[src/rtl/cpu_run_monitor.sv]
// cpu_run_monitor
//   Watches the fetch stream of the multi-cycle CPU. It raises a sticky halt
//   flag when the program ends, and records the cause. A run ends on an exit
//   syscall, on a jump-to-self loop, or when the cycle budget runs out. The
//   block also counts cycles and fetches and keeps a ring of recent fetch PCs.
//
// Ports
//   clk          rising-edge clock
//   reset        asynchronous active-low reset
//   clear        synchronous restart; beats every other input
//   ir_valid     one-cycle strobe: a new instruction was latched into IR
//   pc, ir, v0   fetch PC, instruction word and $2, sampled with ir_valid
//   halted       sticky run-finished flag
//   exit_cause   0 none, 1 exit syscall, 2 self-loop, 3 timeout
//   cycle_count  clock edges spent in RUN
//   instr_count  accepted ir_valid strobes
//   trace_age    ring read index; 0 selects the newest entry
//   trace_pc     PC at trace_age (combinational)
//   trace_valid  trace_age < trace_fill
//   trace_fill   number of valid ring entries, saturating at 2^TRACE_AW
module cpu_run_monitor #(
  parameter int TRACE_AW   = 4,
  parameter int LOOP_LIMIT = 4,
  parameter int MAX_CYCLES = 1000
) (
  input  logic                clk,
  input  logic                reset,
  input  logic                clear,
  input  logic                ir_valid,
  input  logic [31:0]         pc,
  input  logic [31:0]         ir,
  input  logic [31:0]         v0,
  output logic                halted,
  output logic [1:0]          exit_cause,
  output logic [31:0]         cycle_count,
  output logic [31:0]         instr_count,
  input  logic [TRACE_AW-1:0] trace_age,
  output logic [31:0]         trace_pc,
  output logic                trace_valid,
  output logic [TRACE_AW:0]   trace_fill
);

  localparam int              DEPTH      = 1 << TRACE_AW;
  localparam logic [TRACE_AW:0] FILL_MAX = (TRACE_AW+1)'(DEPTH);
  localparam logic [7:0]      LOOP_LAST  = 8'(LOOP_LIMIT - 1);
  localparam logic [31:0]     CYC_LAST   = 32'(MAX_CYCLES - 1);
  localparam logic [31:0]     SYSCALL_IR = 32'h0000_000C;
  localparam logic [31:0]     EXIT_CODE  = 32'd10;

  typedef enum logic {RUN, HALTED} state_t;

  state_t              state_q, state_d;
  logic [1:0]          cause_q, cause_d;
  logic [31:0]         cyc_q, cyc_d;
  logic [31:0]         instr_q, instr_d;
  logic [31:0]         last_pc_q, last_pc_d;
  logic [7:0]          loop_cnt_q, loop_cnt_d;
  logic [TRACE_AW-1:0] wptr_q, wptr_d;
  logic [TRACE_AW:0]   fill_q, fill_d;
  logic                ring_we;
  logic                repeat_fetch;
  logic [TRACE_AW-1:0] rd_idx;

  // Ring contents are deliberately not reset: trace_fill tells readers which
  // entries mean anything.
  logic [31:0] ring [DEPTH];

  // A fetch is a repeat only when there is a previous fetch to compare with.
  // last_pc resets to 0, so a first fetch at PC 0 must not count.
  assign repeat_fetch = (pc == last_pc_q) && (fill_q != '0);

  always_comb begin
    state_d    = state_q;
    cause_d    = cause_q;
    cyc_d      = cyc_q;
    instr_d    = instr_q;
    last_pc_d  = last_pc_q;
    loop_cnt_d = loop_cnt_q;
    wptr_d     = wptr_q;
    fill_d     = fill_q;
    ring_we    = 1'b0;

    if (clear) begin
      state_d    = RUN;
      cause_d    = 2'd0;
      cyc_d      = '0;
      instr_d    = '0;
      last_pc_d  = '0;
      loop_cnt_d = '0;
      wptr_d     = '0;
      fill_d     = '0;
    end else if (state_q == RUN) begin
      // The edge that enters HALTED still does all of this edge's updates.
      cyc_d = cyc_q + 32'd1;
      if (ir_valid) begin
        ring_we    = 1'b1;
        instr_d    = instr_q + 32'd1;
        wptr_d     = wptr_q + TRACE_AW'(1);
        fill_d     = (fill_q == FILL_MAX) ? fill_q : fill_q + (TRACE_AW+1)'(1);
        loop_cnt_d = repeat_fetch ? loop_cnt_q + 8'd1 : 8'd0;
        last_pc_d  = pc;
      end

      // When several halt conditions hold, the earlier test wins.
      if (ir_valid && ir == SYSCALL_IR && v0 == EXIT_CODE) begin
        state_d = HALTED;
        cause_d = 2'd1;
      end else if (ir_valid && repeat_fetch && loop_cnt_q == LOOP_LAST) begin
        state_d = HALTED;
        cause_d = 2'd2;
      end else if (cyc_q == CYC_LAST) begin
        state_d = HALTED;
        cause_d = 2'd3;
      end
    end
  end

  always_ff @(posedge clk or negedge reset) begin
    if (!reset) begin
      state_q    <= RUN;
      cause_q    <= 2'd0;
      cyc_q      <= '0;
      instr_q    <= '0;
      last_pc_q  <= '0;
      loop_cnt_q <= '0;
      wptr_q     <= '0;
      fill_q     <= '0;
    end else begin
      state_q    <= state_d;
      cause_q    <= cause_d;
      cyc_q      <= cyc_d;
      instr_q    <= instr_d;
      last_pc_q  <= last_pc_d;
      loop_cnt_q <= loop_cnt_d;
      wptr_q     <= wptr_d;
      fill_q     <= fill_d;
    end
  end

  always_ff @(posedge clk) begin
    if (ring_we) begin
      ring[wptr_q] <= pc;
    end
  end

  // The newest entry sits one slot behind the write pointer. The index
  // wraps naturally in TRACE_AW bits.
  assign rd_idx      = wptr_q - TRACE_AW'(1) - trace_age;
  assign trace_pc    = ring[rd_idx];
  assign trace_valid = {1'b0, trace_age} < fill_q;

  assign halted      = (state_q == HALTED);
  assign exit_cause  = cause_q;
  assign cycle_count = cyc_q;
  assign instr_count = instr_q;
  assign trace_fill  = fill_q;

endmodule

[config.mk]
export PLATFORM = sky130hd
export DESIGN_NAME = cpu_run_monitor
export DESIGN_NICKNAME = d
export VERILOG_FILES = /design/src/rtl/cpu_run_monitor.sv
export SDC_FILE = /design/constraint.sdc
export NUM_CORES = 1
export LEC_CHECK = 0
export BUFFER_PORTS_ARGS = -buffer_cell sky130_fd_sc_hd__buf_2
export CORE_MARGIN = 2
export CORE_UTILIZATION = 50
export DETAILED_ROUTE_END_ITERATION = 10
export PLACE_DENSITY_LB_ADDON = 0.1
export SYNTH_ARGS = -nofsm -noshare
export SYNTH_HDL_FRONTEND = slang
export SYNTH_SLANG_ARGS = --single-unit
export TNS_END_PERCENT = 30
[constraint.sdc]
create_clock -name clk -period 8.9 [get_ports clk]
set_input_delay 1.335 -clock clk [delete_from_list [all_inputs] [get_ports clk]]
set_output_delay 1.335 -clock clk [all_outputs]
set_load 0.005 [all_outputs]
==> impl_metrics.py, run 1 <==
metrics = {
    "route": {
        "num_vias": 14670,
        "wl_per_cell_um": 24.54,
        "first_pass_iters": 5,
        "drc_errors": 0,
        "drtAntennaViolNets": 0,
        "drt_iter0_drc": 1184,
        "viasPerCell": 5.819,
        "drt-total-wl_um": 61840,
    },
    "floorplan": {
        "num_rows": 83,
        "ios": 209,
        "die_h_um": 231.2,
        "dieArea_mm2": 0.05345,
        "core-area_mm2": 0.05120,
        "start_util_pct": 50.41,
        "die_x_um": 231.2,
    },
    "synthesis": {
        "synth_top_area_share_pct": 59.58,
        "synth.distinct_cells": 54,
        "yosys_warnings": 0,
        "syn-instance-count": 1560,
        "ys_seq_elements": 628,
        "syn_nets": 1680,
        "syn_area_mm2": 0.02581,
        "synth.avg_cell_area_um2": 16.54,
        "synthFlopType": "edfxtp_1",
        "ys_seq_area_share_pct": 70.82,
        "ys_top_cells_by_area": "edfxtp_1 (60%), dfrtp_1 (11%), mux4_2 (11%)",
        "synth_edf_count": 512,
        "ys_async_sr_fraction_pct": 18.47,
        "synth_top_area_cell": "edfxtp_1",
    },
    "clocking": {
        "clock_latency_ns": 0.60,
        "clock_path_buffers": 3,
        "hold_buffers": 0,
        "clock-sinks": 628,
        "cts.htree.levels": 3,
        "cts_resized": 0,
        "post_cts_buffers": 0,
        "cts-buffers-inserted": 66,
        "cts_tree": "built",
        "clk_pin_slew_ns": 0.06,
        "cts-root-buf": "clkbuf_16",
    },
    "global_route": {
        "antenna_found_initial": 2,
        "overflow": 0,
        "grt_pass1_wl_um": 93870,
        "grt_pass1_vias": 15400,
        "grt.total_usage_pct": 23.80,
        "grt_max_degree": 129,
    },
    "sta": {
        "worstMarginPinSlew_ns": 1.162,
        "fin_skew_ns": 0.01953,
        "max_freq_ghz": 0.1751,
        "tns_ns": 0,
        "grt_setup_unrepaired": "false",
        "finalCritPeriodShare_pct": 64.16,
        "final-setup-viol-count": 0,
        "maxSlewHeadroom_pct": 21.43,
        "post-route-min-period_ns": 5.710,
        "finalMaxSlewViolations": 0,
        "finalHoldViolCount": 0,
    },
    "run_status": {
        "outcome": "finished clean",
    },
    "setup_path": {
        "critPathKind": "in -> out",
        "required_ns": 7.57,
        "critPathSlowestCell": "fa_4",
        "critPathTopFamily": "adder cells",
        "slowest_delay_ns": 0.77,
        "crit_top_cell": "buf_2",
        "crit_buf_inv": 4,
        "worstPathArrival_ns": 4.38,
        "crit_fanout": 128,
        "crit_path_end_kind": "output port",
        "path_cells": "buf_2, inv_1, ha_4, fa_4, buf_12, mux4_2, and2_1, a211oi_1, a31oi_1, buf_2",
        "startpoint_type": "primary input",
    },
    "cells_and_area": {
        "syn_to_final_growth_pct": 15.70,
        "multiInputGateArea_mm2": 0.007322,
        "fillers": 3921,
        "layout-drive-gt1-share_pct": 26.64,
        "seq_area_mm2": 0.01828,
        "fin_nets": 1909,
        "final_core_util_pct": 58.32,
        "final_area_mm2": 0.02986,
    },
    "placement": {
        "hpwl_um": 35360,
        "gp_congestion": 0.8049,
        "portBuffers": 208,
        "place_area_mm2": 0.02778,
    },
    "power": {
        "peakVddDrop_mv": 0.1433,
        "p_leak_uw": 0.01062,
        "power.density_mw_per_mm2": 219.9,
    },
    "run": {
        "max_cap_viol_count": 0,
    },
    "worst_hold_path": {
        "hp-class": "reg -> reg",
    },
}
-- cells by family (layout without fill, tap and decap cells) --
logic type	count (synthesis)	count (layout)	synth area share, %
adders and majority gates	16	16	0.8048
buffers and inverters	89	368	1.479
AOI/OAI and AO/OA	141	141	3.340
xor gates and xnor gates	98	98	3.326
DFF	628	628	70.82
other	0	1	0
and+or+nand+nor	458	458	8.979
muxes	130	130	11.25
-- layout by cell type (no fill, tap or decap), types with 29 or more instances in the layout --
cell       instances
edfxtp_1         512
buf_2            206
nand2_1          167
mux4_2           128
dfrtp_1          116
nor2_1            78
clkbuf_16         68
xor2_1            59
a21oi_1           48
xnor2_1           36
a31oi_1           34
and2_1            33
a211oi_1          32
nand4_1           30
nor4_1            29
-- flip-flops by register name, indices dropped and copies added, names as in the netlist --
register and flops:
halted 1, instr_count 32, loop_cnt_q 8, ring 512
last_pc_q 32, trace_fill 5, cycle_count 32, wptr_q 4
exit_cause 2
-- Yosys cell counts (12+ instances only) --
library cell and n:
a211oi_1 32, and2_1 33, clkbuf_1 43, nor4_1 29, mux4_2 128, ha_1 15, or3_1 12, inv_1 15
nand4_1 30, nand2_1 167, a31oi_1 34, xnor2_1 38, nor3_1 15, dfrtp_1 116, xor2_1 60, nand3_1 26
edfxtp_1 512, buf_2 14, and3_1 16, a21oi_1 48, nor2_1 90
-- per-stage QoR --
stage,hold WS [ns],setup slack (ns),power (µW),cells
after global routing,0.5383,3.069,6796,2520
after CTS,0.5211,3.132,6642,2519
final,0.5221,3.190,6565,2520
after floorplan,0.4874,4.190,3725,1560
after detailed placement,0.4986,3.138,3983,2401
after global placement,0.5139,3.180,3979,2401
-- final cells by class --
type,instances,share of cell area [%]
flip-flops and latches,628,61.21
multi-input cells,843,24.52
clock buffers,84,5.934
repair buffers,235,4.266
well taps,680,2.849
clock inverters,34,1.018
inverters,15,0.1886
diodes,1,0.008381
-- where the power goes --
part / total [µW] / internal [µW] / switching, µW / leakage, µW
sequential: 3230 / 3210 / 15.8 / 0.00621
clock: 2660 / 1530 / 1120 / 0.00101
combinational: 684 / 300 / 385 / 0.00341
-- metal layers --
layer  track usage, %  vias up  routed length, µm
met5                0        -                  0
met3            3.728       89               3595
met4            7.298        0               1448
met2            39.01      492              30280
met1            33.17     7561              26510
li1                 -     6523                  -
-- worst paths after layout --
path / slack (ns) / end / depth (start not counted) / start
worst max-delay path: 3.19 / trace_pc[6] / 10 / trace_age[0]
worst min-delay path: 0.52 / exit_cause[0] / 1 / exit_cause[0]
min in group asynchronous: 0.79 / instr_count[13] / 1 / reset
max in group asynchronous: 6.69 / cycle_count[23] / 2 / reset
worst min register to register: 0.52 / exit_cause[0] / 1 / exit_cause[0]
worst max register to register: 5.61 / ring[1][27] / 5 / halted
No activity file was read; power rests on OpenSTA's default activity.
==> run 2: changes to the inputs <==
Clock period 8.9 ns to 5.6 ns, I/O delays scaled along.
==> run 2 against run 1 <==
Sequential power rose by 59%. Routed wire length fell by 3.0%. Worst hold slack got worse by 0.13 ns. Combinational power rose by 64%. Global-route usage fell by 0.95 points. Sequential share of layout area fell by 0.65 points. Critical path depth fell by 2. Cell count rose by 0.52%. Largest cell class unchanged. Highest routed layer is now met5.
==> impl_metrics.py, run 2 (same netlist as run 1, synthesis figures left out) <==
metrics = {
    "setup_path": {
        "critPathKind": "reg -> out",
        "required_ns": 4.76,
        "crit_fanout": 37,
        "worstPathArrival_ns": 3.82,
        "crit_path_end_kind": "output port",
        "startpoint_type": "flop",
    },
    "sta": {
        "worstMarginPinSlew_ns": 1.061,
        "fin_skew_ns": 0.01021,
        "finalHoldViolCount": 0,
        "max_freq_ghz": 0.2147,
        "finalMaxSlewViolations": 0,
        "grt_setup_unrepaired": "false",
        "final-setup-viol-count": 0,
        "finalCritPeriodShare_pct": 83.19,
        "maxSlewHeadroom_pct": 28.27,
        "tns_ns": 0,
        "post-route-min-period_ns": 4.659,
    },
    "global_route": {
        "grt_pass1_wl_um": 91020,
        "grt_max_degree": 73,
        "grt.total_usage_pct": 22.85,
        "grt_pass1_vias": 14930,
        "overflow": 0,
        "antenna_found_initial": 2,
    },
    "route": {
        "drtAntennaViolNets": 0,
        "drc_errors": 0,
        "viasPerCell": 5.844,
        "drt_iter0_drc": 1011,
        "drt-total-wl_um": 59950,
        "num_vias": 14800,
        "first_pass_iters": 5,
        "wl_per_cell_um": 23.67,
    },
    "floorplan": {
        "num_rows": 83,
        "ios": 209,
        "start_util_pct": 50.41,
        "die_x_um": 231.2,
        "die_h_um": 231.2,
        "dieArea_mm2": 0.05345,
        "core-area_mm2": 0.05120,
    },
    "power": {
        "comb_power_share_pct": 10.4,
        "power.density_mw_per_mm2": 355.9,
        "p_sw_uw": 2416,
        "peakVddDrop_mv": 0.2338,
        "clockPowerShare_pct": 41.8,
        "p_leak_uw": 0.01080,
        "pwr-share-seq_pct": 47.7,
        "netSwitchingFraction_pct": 22.49,
        "p_int_uw": 8325,
    },
    "cells_and_area": {
        "layout-drive-gt1-share_pct": 27.58,
        "final_common_cell": "edfxtp_1",
        "fin_nets": 1927,
        "syn_to_final_growth_pct": 16.94,
        "final_area_mm2": 0.03018,
        "top_register": "ring",
        "final_cell_mix": "edfxtp_1 (512), buf_2 (206), nand2_1 (167)",
        "final_cells": 2533,
        "fillers": 3896,
        "diodes": 0,
        "largest_reg_flops": 512,
    },
    "clocking": {
        "cts.htree.levels": 3,
        "clock_latency_ns": 0.58,
        "cts-root-buf": "clkbuf_16",
        "clock-sinks": 628,
        "post_cts_buffers": 0,
        "clk_pin_slew_ns": 0.06,
        "clock_path_buffers": 3,
        "cts_tree": "built",
        "cts_resized": 0,
        "cts-buffers-inserted": 68,
        "hold_buffers": 0,
    },
    "run": {
        "max_cap_viol_count": 0,
    },
    "worst_hold_path": {
        "hp-class": "in -> async",
    },
    "placement": {
        "place_inst": 2417,
        "place_area_mm2": 0.02795,
        "portBuffers": 208,
        "gp_congestion": 0.8278,
        "hpwl_um": 37300,
    },
    "run_status": {
        "outcome": "finished clean",
    },
}
-- run 2: cell types whose count changed in the layout (fill, tap and decap cells not counted), sizes merged --
cell | before | now
diode | 1 | 0
bufinv | 4 | 6
clkinvlp | 3 | 2
buf | 235 | 251
inv | 17 | 15
clkinv | 25 | 15
clkbuf | 84 | 93
-- run 2: final timing paths --
kind                          startpoint               to  slack [ns]  cells past startpoint
max                            wptr_q[0]     trace_pc[23]        0.94                      8
min                                reset  instr_count[17]        0.39                      1
max reg2reg                       halted      ring[4][15]        2.63                      5
min reg2reg                exit_cause[0]    exit_cause[0]        0.51                      1
max in group asynchronous          reset  cycle_count[24]        4.02                      2
min in group clk           exit_cause[0]    exit_cause[0]        0.51                      1
-- run 2: layout make-up --
class,count,area (µm²),area share [%]
flip-flops and latches,628,18280,60.56
clock buffers,93,1962,6.501
well taps,680,850.8,2.819
repair buffers,251,1444,4.784
multi-input cells,843,7322,24.26
inverters,15,56.30,0.1866
clock inverters,23,266.5,0.8831
-- run 2: critical path, stage by stage, from the launching register on --
cell and delay [ns]:
dfrtp_1 0.48, ha_4 0.21, fa_4 1.24, buf_12 0.31, mux4_2 0.34, and2_1 0.18, a211oi_1 0.21, a31oi_1 0.07
buf_2 0.15
-- run 2: per-layer routing --
layer	track usage (%)	wire, µm	part of all wire [%]
met2	37.28	29290	49
met4	5.726	1187	2.0
met1	32.50	26620	44
met3	3.691	2825	4.7
met5	0	30	0.050
-- run 2: power by group through the flow --
stage	registers [µW]	clock network [µW]	logic (µW)
floorplan	5220	0	701
global placement	5220	0	1130
detailed placement	5220	0	1140
CTS	5130	4560	1150
global route	5130	4740	1220
finish	5130	4490	1120
-- run 2: stage by stage --
step	hold slack [ns]	setup WS [ns]	util, %	power, µW
6_report	0.3916	0.9413	58.95	10740
5_1_grt	0.4475	0.7129	58.95	11090
4_1_cts	0.4139	0.9034	58.95	10830
3_5_place_dp	0.4892	1.021	54.59	6365
3_3_place_gp	0.5090	1.078	54.59	6349
2_1_floorplan	0.4874	1.385	-	5919
